==> config.mk <==
export PLATFORM = sky130hd
export DESIGN_NAME = mem_mover
export DESIGN_NICKNAME = d
export VERILOG_FILES = /design/src/rtl/mem_mover_pkg.sv /design/src/rtl/mover_addr_gen.sv /design/src/rtl/mem_mover.sv
export SDC_FILE = /design/constraint.sdc
export NUM_CORES = 1
export LEC_CHECK = 0
export CAP_MARGIN = 10
export CORE_MARGIN = 5
export CORE_UTILIZATION = 40
export DETAILED_ROUTE_END_ITERATION = 8
export PLACE_DENSITY = 0.68
export RECOVER_POWER = 50
export SETUP_SLACK_MARGIN = 0.4
export SYNTH_ARGS = -nofsm -noshare
export SYNTH_HDL_FRONTEND = slang
export SYNTH_HIERARCHICAL = 1
export SYNTH_SLANG_ARGS = --single-unit
==> constraint.sdc <==
create_clock -name Clk -period 5.4 [get_ports Clk]
set_clock_uncertainty 0.15 [all_clocks]
set_input_delay 1.08 -clock Clk [delete_from_list [all_inputs] [get_ports Clk]]
set_output_delay 1.08 -clock Clk [all_outputs]
set_load 0.02 [all_outputs]
==> src/rtl/mem_mover_pkg.sv <==
// Shared definitions for the mem_mover block: FSM states, op encodings, word stride.
package mem_mover_pkg;

  typedef enum logic [2:0] {
    ST_IDLE,
    ST_RD,
    ST_WR,
    ST_FILL,
    ST_FIN
  } state_t;

  localparam logic OP_COPY     = 1'b0;
  localparam logic OP_FILL     = 1'b1;
  localparam int   WORD_STRIDE = 2;

endpackage

==> src/rtl/mover_addr_gen.sv <==
// Source/destination pointers, step direction and remaining-word count for mem_mover.
module mover_addr_gen
  import mem_mover_pkg::*;
#(
  parameter int ADDR_W = 16
) (
  input  logic              i_clk,
  input  logic              i_rst_n,
  input  logic              i_load,
  input  logic              i_bwd,
  input  logic [ADDR_W-1:0] i_src,
  input  logic [ADDR_W-1:0] i_dst,
  input  logic [15:0]       i_count,
  input  logic              i_step_src,
  input  logic              i_step_dst,
  output logic [ADDR_W-1:0] o_src,
  output logic [ADDR_W-1:0] o_dst,
  output logic [15:0]       o_rem
);

  logic [ADDR_W-1:0] r_src;
  logic [ADDR_W-1:0] r_dst;
  logic [15:0]       r_rem;
  logic              r_bwd;
  logic [ADDR_W-1:0] w_span;
  logic [ADDR_W-1:0] w_stride;

  // Backward transfers begin at the last word of each region.
  always_comb begin
    w_stride = ADDR_W'(WORD_STRIDE);
    w_span   = i_bwd ? ADDR_W'({i_count - 16'd1, 1'b0}) : '0;
  end

  always_ff @(posedge i_clk or negedge i_rst_n) begin
    if (!i_rst_n) begin
      r_src <= '0;
      r_dst <= '0;
      r_rem <= '0;
      r_bwd <= 1'b0;
    end else if (i_load) begin
      r_src <= (i_src & ~ADDR_W'(1)) + w_span;
      r_dst <= (i_dst & ~ADDR_W'(1)) + w_span;
      r_rem <= i_count;
      r_bwd <= i_bwd;
    end else begin
      if (i_step_src) begin
        r_src <= r_bwd ? r_src - w_stride : r_src + w_stride;
      end
      if (i_step_dst) begin
        r_dst <= r_bwd ? r_dst - w_stride : r_dst + w_stride;
        r_rem <= r_rem - 16'd1;
      end
    end
  end

  assign o_src = r_src;
  assign o_dst = r_dst;
  assign o_rem = r_rem;

endmodule

==> src/rtl/mem_mover.sv <==
// Word copy/fill engine driving a single-port memory; COPY is 2 cycles/word, FILL 1, plus a done cycle.
// Optional macro MOVER_OVERLAP_EN runs overlapping dst>src copies backward.
module mem_mover
  import mem_mover_pkg::*;
#(
  parameter int DATA_W = 16,
  parameter int ADDR_W = 16
) (
  input  logic              Clk,
  input  logic              Rst_n,
  input  logic              start,
  input  logic              op,
  input  logic [ADDR_W-1:0] src,
  input  logic [ADDR_W-1:0] dst,
  input  logic [15:0]       count,
  input  logic [DATA_W-1:0] fill_val,
  output logic              busy,
  output logic              done,
  output logic [ADDR_W-1:0] MemAddr,
  output logic [DATA_W-1:0] WData,
  input  logic [DATA_W-1:0] RData,
  output logic              MemRead,
  output logic              MemWrite
);

  state_t            r_state;
  state_t            w_next;
  logic [DATA_W-1:0] r_hold;
  logic [DATA_W-1:0] r_fill;
  logic              w_load;
  logic              w_step_src;
  logic              w_step_dst;
  logic              w_bwd;
  logic [ADDR_W-1:0] w_src;
  logic [ADDR_W-1:0] w_dst;
  logic [15:0]       w_rem;

`ifdef MOVER_OVERLAP_EN
  logic [ADDR_W:0] w_src_ext;
  logic [ADDR_W:0] w_dst_ext;
  logic [ADDR_W:0] w_src_end;

  // Copy backward only when dst lands inside the not-yet-read source window.
  always_comb begin
    w_src_ext = {1'b0, src & ~ADDR_W'(1)};
    w_dst_ext = {1'b0, dst & ~ADDR_W'(1)};
    w_src_end = w_src_ext + (ADDR_W+1)'({count, 1'b0});
    w_bwd     = (op == OP_COPY) && (w_dst_ext > w_src_ext) && (w_dst_ext < w_src_end);
  end
`else
  assign w_bwd = 1'b0;
`endif

  mover_addr_gen #(.ADDR_W(ADDR_W)) u_addr_gen (
    .i_clk      (Clk),
    .i_rst_n    (Rst_n),
    .i_load     (w_load),
    .i_bwd      (w_bwd),
    .i_src      (src),
    .i_dst      (dst),
    .i_count    (count),
    .i_step_src (w_step_src),
    .i_step_dst (w_step_dst),
    .o_src      (w_src),
    .o_dst      (w_dst),
    .o_rem      (w_rem)
  );

  always_ff @(posedge Clk or negedge Rst_n) begin
    if (!Rst_n) begin
      r_state <= ST_IDLE;
      r_hold  <= '0;
      r_fill  <= '0;
    end else begin
      r_state <= w_next;
      if (w_load) begin
        r_fill <= fill_val;
      end
      if (r_state == ST_RD) begin
        r_hold <= RData;
      end
    end
  end

  always_comb begin
    w_next     = r_state;
    busy       = (r_state != ST_IDLE);
    done       = 1'b0;
    MemRead    = 1'b0;
    MemWrite   = 1'b0;
    MemAddr    = '0;
    WData      = '0;
    w_load     = 1'b0;
    w_step_src = 1'b0;
    w_step_dst = 1'b0;
    unique case (r_state)
      ST_IDLE: begin
        if (start) begin
          w_load = 1'b1;
          if (count == 16'd0)     w_next = ST_FIN;
          else if (op == OP_FILL) w_next = ST_FILL;
          else                    w_next = ST_RD;
        end
      end
      ST_RD: begin
        MemRead    = 1'b1;
        MemAddr    = w_src;
        w_step_src = 1'b1;
        w_next     = ST_WR;
      end
      ST_WR: begin
        MemWrite   = 1'b1;
        MemAddr    = w_dst;
        WData      = r_hold;
        w_step_dst = 1'b1;
        w_next     = (w_rem == 16'd1) ? ST_FIN : ST_RD;
      end
      ST_FILL: begin
        MemWrite   = 1'b1;
        MemAddr    = w_dst;
        WData      = r_fill;
        w_step_dst = 1'b1;
        w_next     = (w_rem == 16'd1) ? ST_FIN : ST_FILL;
      end
      ST_FIN: begin
        done   = 1'b1;
        w_next = ST_IDLE;
      end
      default: w_next = ST_IDLE;
    endcase
  end

endmodule

==> results by group <==
Timing
  – Fin crit period: 4.27 ns
  – Max Clock Freq: 234 MHz
  – Crit share post-route: 79.1%
  – Slew Viols, Final: 33
  – Final setup fails: 0
  – Slew HR: -27.9%
  – RSZ-0062 raised after global routing: no
  – Final hold violations: 0
  – Total negative slack: 0 ns
  – Worst Max-Slew Pin Slew: 1.92 ns

Die
  – Die ar.: 0.0207 mm2
  – Die height: 144 um
  – Row Count: 49
  – Starting Density: 40.3%
  – Width of the die: 144 um
  – IO Count: 120
  – Core Area: 0.0178 mm2

Layout
  – # diodes: 0
  – Final design utilization: 49.2%
  – Non-Filler Instances: 1121
  – Synth-to-layout area growth: 21.9%
  – Final nets: 1025
  – Post-Layout Inst Area: 0.00874 mm2
  – Layout cells sized above 1: 7.74%
  – Fillers: 1715

Synth
  – Syn avg cell area: 9.16 um2
  – Synthesis-stage register bit count: 82
  – YS warnings: 6
  – Post-synth top flop: dfrtp_1
  – Post-synth EDFFs: 0
  – Async set-or-reset flop fraction in the synthesized netlist: 100%
  – Netlist cell types: 87
  – Post-Syn Instances: 783
  – Post-synthesis sequential area ratio: 28.6%
  – Synth Cell Area: 0.00717 mm2

Detailed routing
  – DRC viols: 0
  – Iter 0 DRT Violations: 412
  – Routed vias/inst: 5.54
  – Vias: 6207
  – Drt first pass iters: 5
  – WL/cell: 17.0 um
  – Routed Antenna Nets: 0
  – Total Wirelength: 19.0 mm

GRT
  – Overflow after GRT: 0
  – Vias in the first global route: 6103
  – Largest net degree at the start of global routing: 91
  – First-pass GRT wire length: 30.9 mm
  – Initial antenna violation count: 0
  – GRT Util Overall: 18.6%

Critical path
  – Worst Path Required: 4.17 ns
  – Reg2reg end: u_addr_gen/o_rem[15]
  – Worst r2r src: r_state[2]
  – Crit Path Category: reg2out
  – Setup crit start kind: flip-flop
  – FF-to-FF path depth: 11
  – Worst Setup End Kind: output port
  – CP max FO: 27
  – WP data arrival: 3.04 ns
  – Reg-to-reg slack, setup: 1.53 ns

Clock tree
  – CTS buffer count: 9
  – Maximum root-to-sink buffer count: 2
  – CTS H-tree lvls: 3
  – Worst-path clk slew: 0.06 ns
  – Clk_lat worst skew: 0.35 ns
  – CTS tree: done
  – # hold bufs at CTS: 0
  – Clock sink count: 82
  – Post-cts sizing count: 0
  – Root Driver: clkbuf_16
  – Postcts setup bufs: 0

Pwr
  – Sw Ratio: 42.9%
  – Clock power frac: 13.7%
  – PD cells: 567 mW/mm2
  – Cell leakage power: 3.75 nW
  – Total Power: 4.95 mW
  – Sequential power share: 24.8%
  – Logic pwr share: 61.5%
  – P_sw: 2.13 mW
  – Internal Pwr Total: 2.83 mW
  – Maximum vdd drop: 0.234 mV

Worst hold path
  – Hold depth: 1
  – Hold Crit Class: reg2reg
  – WHS Endpoint: r_state[2]
  – Critical hold path startpoint: r_state[2]

Run status
  – Status: complete, but fails checks
  – Failing checks: max-capacitance violations, max-slew violations

Placed design
  – Hpwl dp: 14.2 mm
  – GP Congestion: 0.875
  – I/O Buffers: 116
  – Dpl cells: 1105
  – Dpl cell area: 0.00847 mm2

Run
  – Max Cap Viol: 1
-- power by group through the flow --
| stage | sequential, mW | combinational [mW] | clock, mW |
|---|---|---|---|
| finish | 1.23 | 3.04 | 0.680 |
| global placement | 1.23 | 3.02 | 0 |
| global route | 1.28 | 3.38 | 0.720 |
| CTS | 1.23 | 3.08 | 0.697 |
| detailed placement | 1.24 | 3.05 | 0 |
| floorplan | 1.15 | 2.30 | 0 |
-- Yosys cell counts (4+ instances only) --
library cell | number | area [um2]
a211oi_1 | 19 | 143
a21o_1 | 15 | 113
a21oi_1 | 37 | 185
a22o_1 | 16 | 140
a31oi_1 | 8 | 50.1
and2_1 | 7 | 43.8
and3_1 | 6 | 37.5
and4_1 | 4 | 35.0
buf_1 | 6 | 22.5
buf_2 | 8 | 40.0
buf_6 | 6 | 67.6
clkbuf_1 | 9 | 33.8
dfrtp_1 | 82 | 2050
fa_1 | 4 | 80.1
ha_1 | 50 | 626
inv_1 | 25 | 93.8
mux2_2 | 14 | 158
mux2_4 | 22 | 330
mux2i_1 | 30 | 300
nand2_1 | 58 | 218
nand2b_1 | 6 | 37.5
nand3_1 | 15 | 75.1
nor2_1 | 57 | 214
nor2b_1 | 11 | 68.8
nor3_1 | 17 | 85.1
nor4_1 | 12 | 75.1
o21a_1 | 12 | 90.1
o21ai_0 | 55 | 275
o21bai_1 | 4 | 30.0
o31a_1 | 5 | 43.8
or3_1 | 12 | 75.1
xnor2_1 | 41 | 359
xor2_1 | 22 | 193
-- layout make-up --
type	instances	area (um2)	area share [%]
clock inverters	7	95.1	1.09
repair buffers	123	1200	13.7
inverters	28	105	1.20
well taps	229	287	3.28
clock buffers	9	225	2.58
multi-input cells	643	4780	54.6
flip-flops and latches	82	2050	23.5
-- state kept, by name, indices dropped and copies added, names as in the netlist --
signal and count:
u_addr_gen/r_bwd 1, u_addr_gen/o_src 15, r_state 3, u_addr_gen/o_dst 15, u_addr_gen/o_rem 16, r_fill 16
r_hold 16
-- cells in the final DEF (no fill, tap or decap), types with 4 or more instances in the layout --
cell type	instances
o31a_1	5
nand2b_1	6
o21a_1	12
nor2_1	57
inv_1	25
nor2b_1	11
xnor2_1	41
fa_1	4
ha_1	50
and2_1	7
a22o_1	16
mux2_2	14
nor3_1	17
o21bai_1	4
nand3_1	15
buf_4	5
a21oi_1	37
o21ai_0	55
and3_1	6
mux2_4	11
and4_1	4
a31oi_1	8
conb_1	5
a211oi_1	19
mux2_1	12
or3_1	12
nand2_1	58
a21o_1	15
dfrtp_1	82
clkdlybuf4s50_1	114
mux2i_1	30
clkbuf_16	9
nor4_1	12
xor2_1	22
-- metrics by stage --
step / hold slack [ns] / setup WS [ns]
floorplan: 0.293 / 2.31
global placement: 0.317 / 1.50
detailed placement: 0.321 / 1.47
CTS: 0.331 / 1.10
global route: 0.360 / 0.939
finish: 0.336 / 1.13
-- metal layers --
metal | wire length [um] | track usage, % | up-vias
met3 | 893 | 2.86 | 13
li1 | - | - | 3078
met1 | 8990 | 25.6 | 2969
met5 | 0 | 0 | -
met2 | 9020 | 30.9 | 147
met4 | 129 | 3.96 | 0
-- worst max path at each step --
stage                           startpoint                    to  slack, ns  depth (start not counted)
after floorplan           u_addr_gen/r_bwd  u_addr_gen/o_dst[15]       2.31                          9
after global routing            r_state[2]            MemAddr[3]       0.94                          5
after detailed placement        r_state[2]            MemAddr[4]       1.47                          5
after CTS                       r_state[2]            MemAddr[4]       1.10                          5
final                           r_state[2]            MemAddr[9]       1.13                          5
after global placement          r_state[2]            MemAddr[1]       1.50                          5
-- worst max-delay path, cell delays in order, from the launching register on --
cell	delay, ns
dfrtp_1	0.39
inv_1	0.11
nand2_2	0.33
clkinv_1	0.85
a22o_1	0.46
clkdlybuf4s50_1	0.54
-- cell families after synthesis --
logic type                 Yosys count  share of synthesized area, %
AOI/OAI and AO/OA                  212                          19.9
buffers and inverters               61                          4.34
and+or+nand+nor                    235                          17.0
muxes                               68                          11.5
xor gates and xnor gates            64                          7.92
DFF                                 82                          28.6
other                                2                         0.105
adders and majority gates           59                          10.6
(Power assumes the default switching activity.)
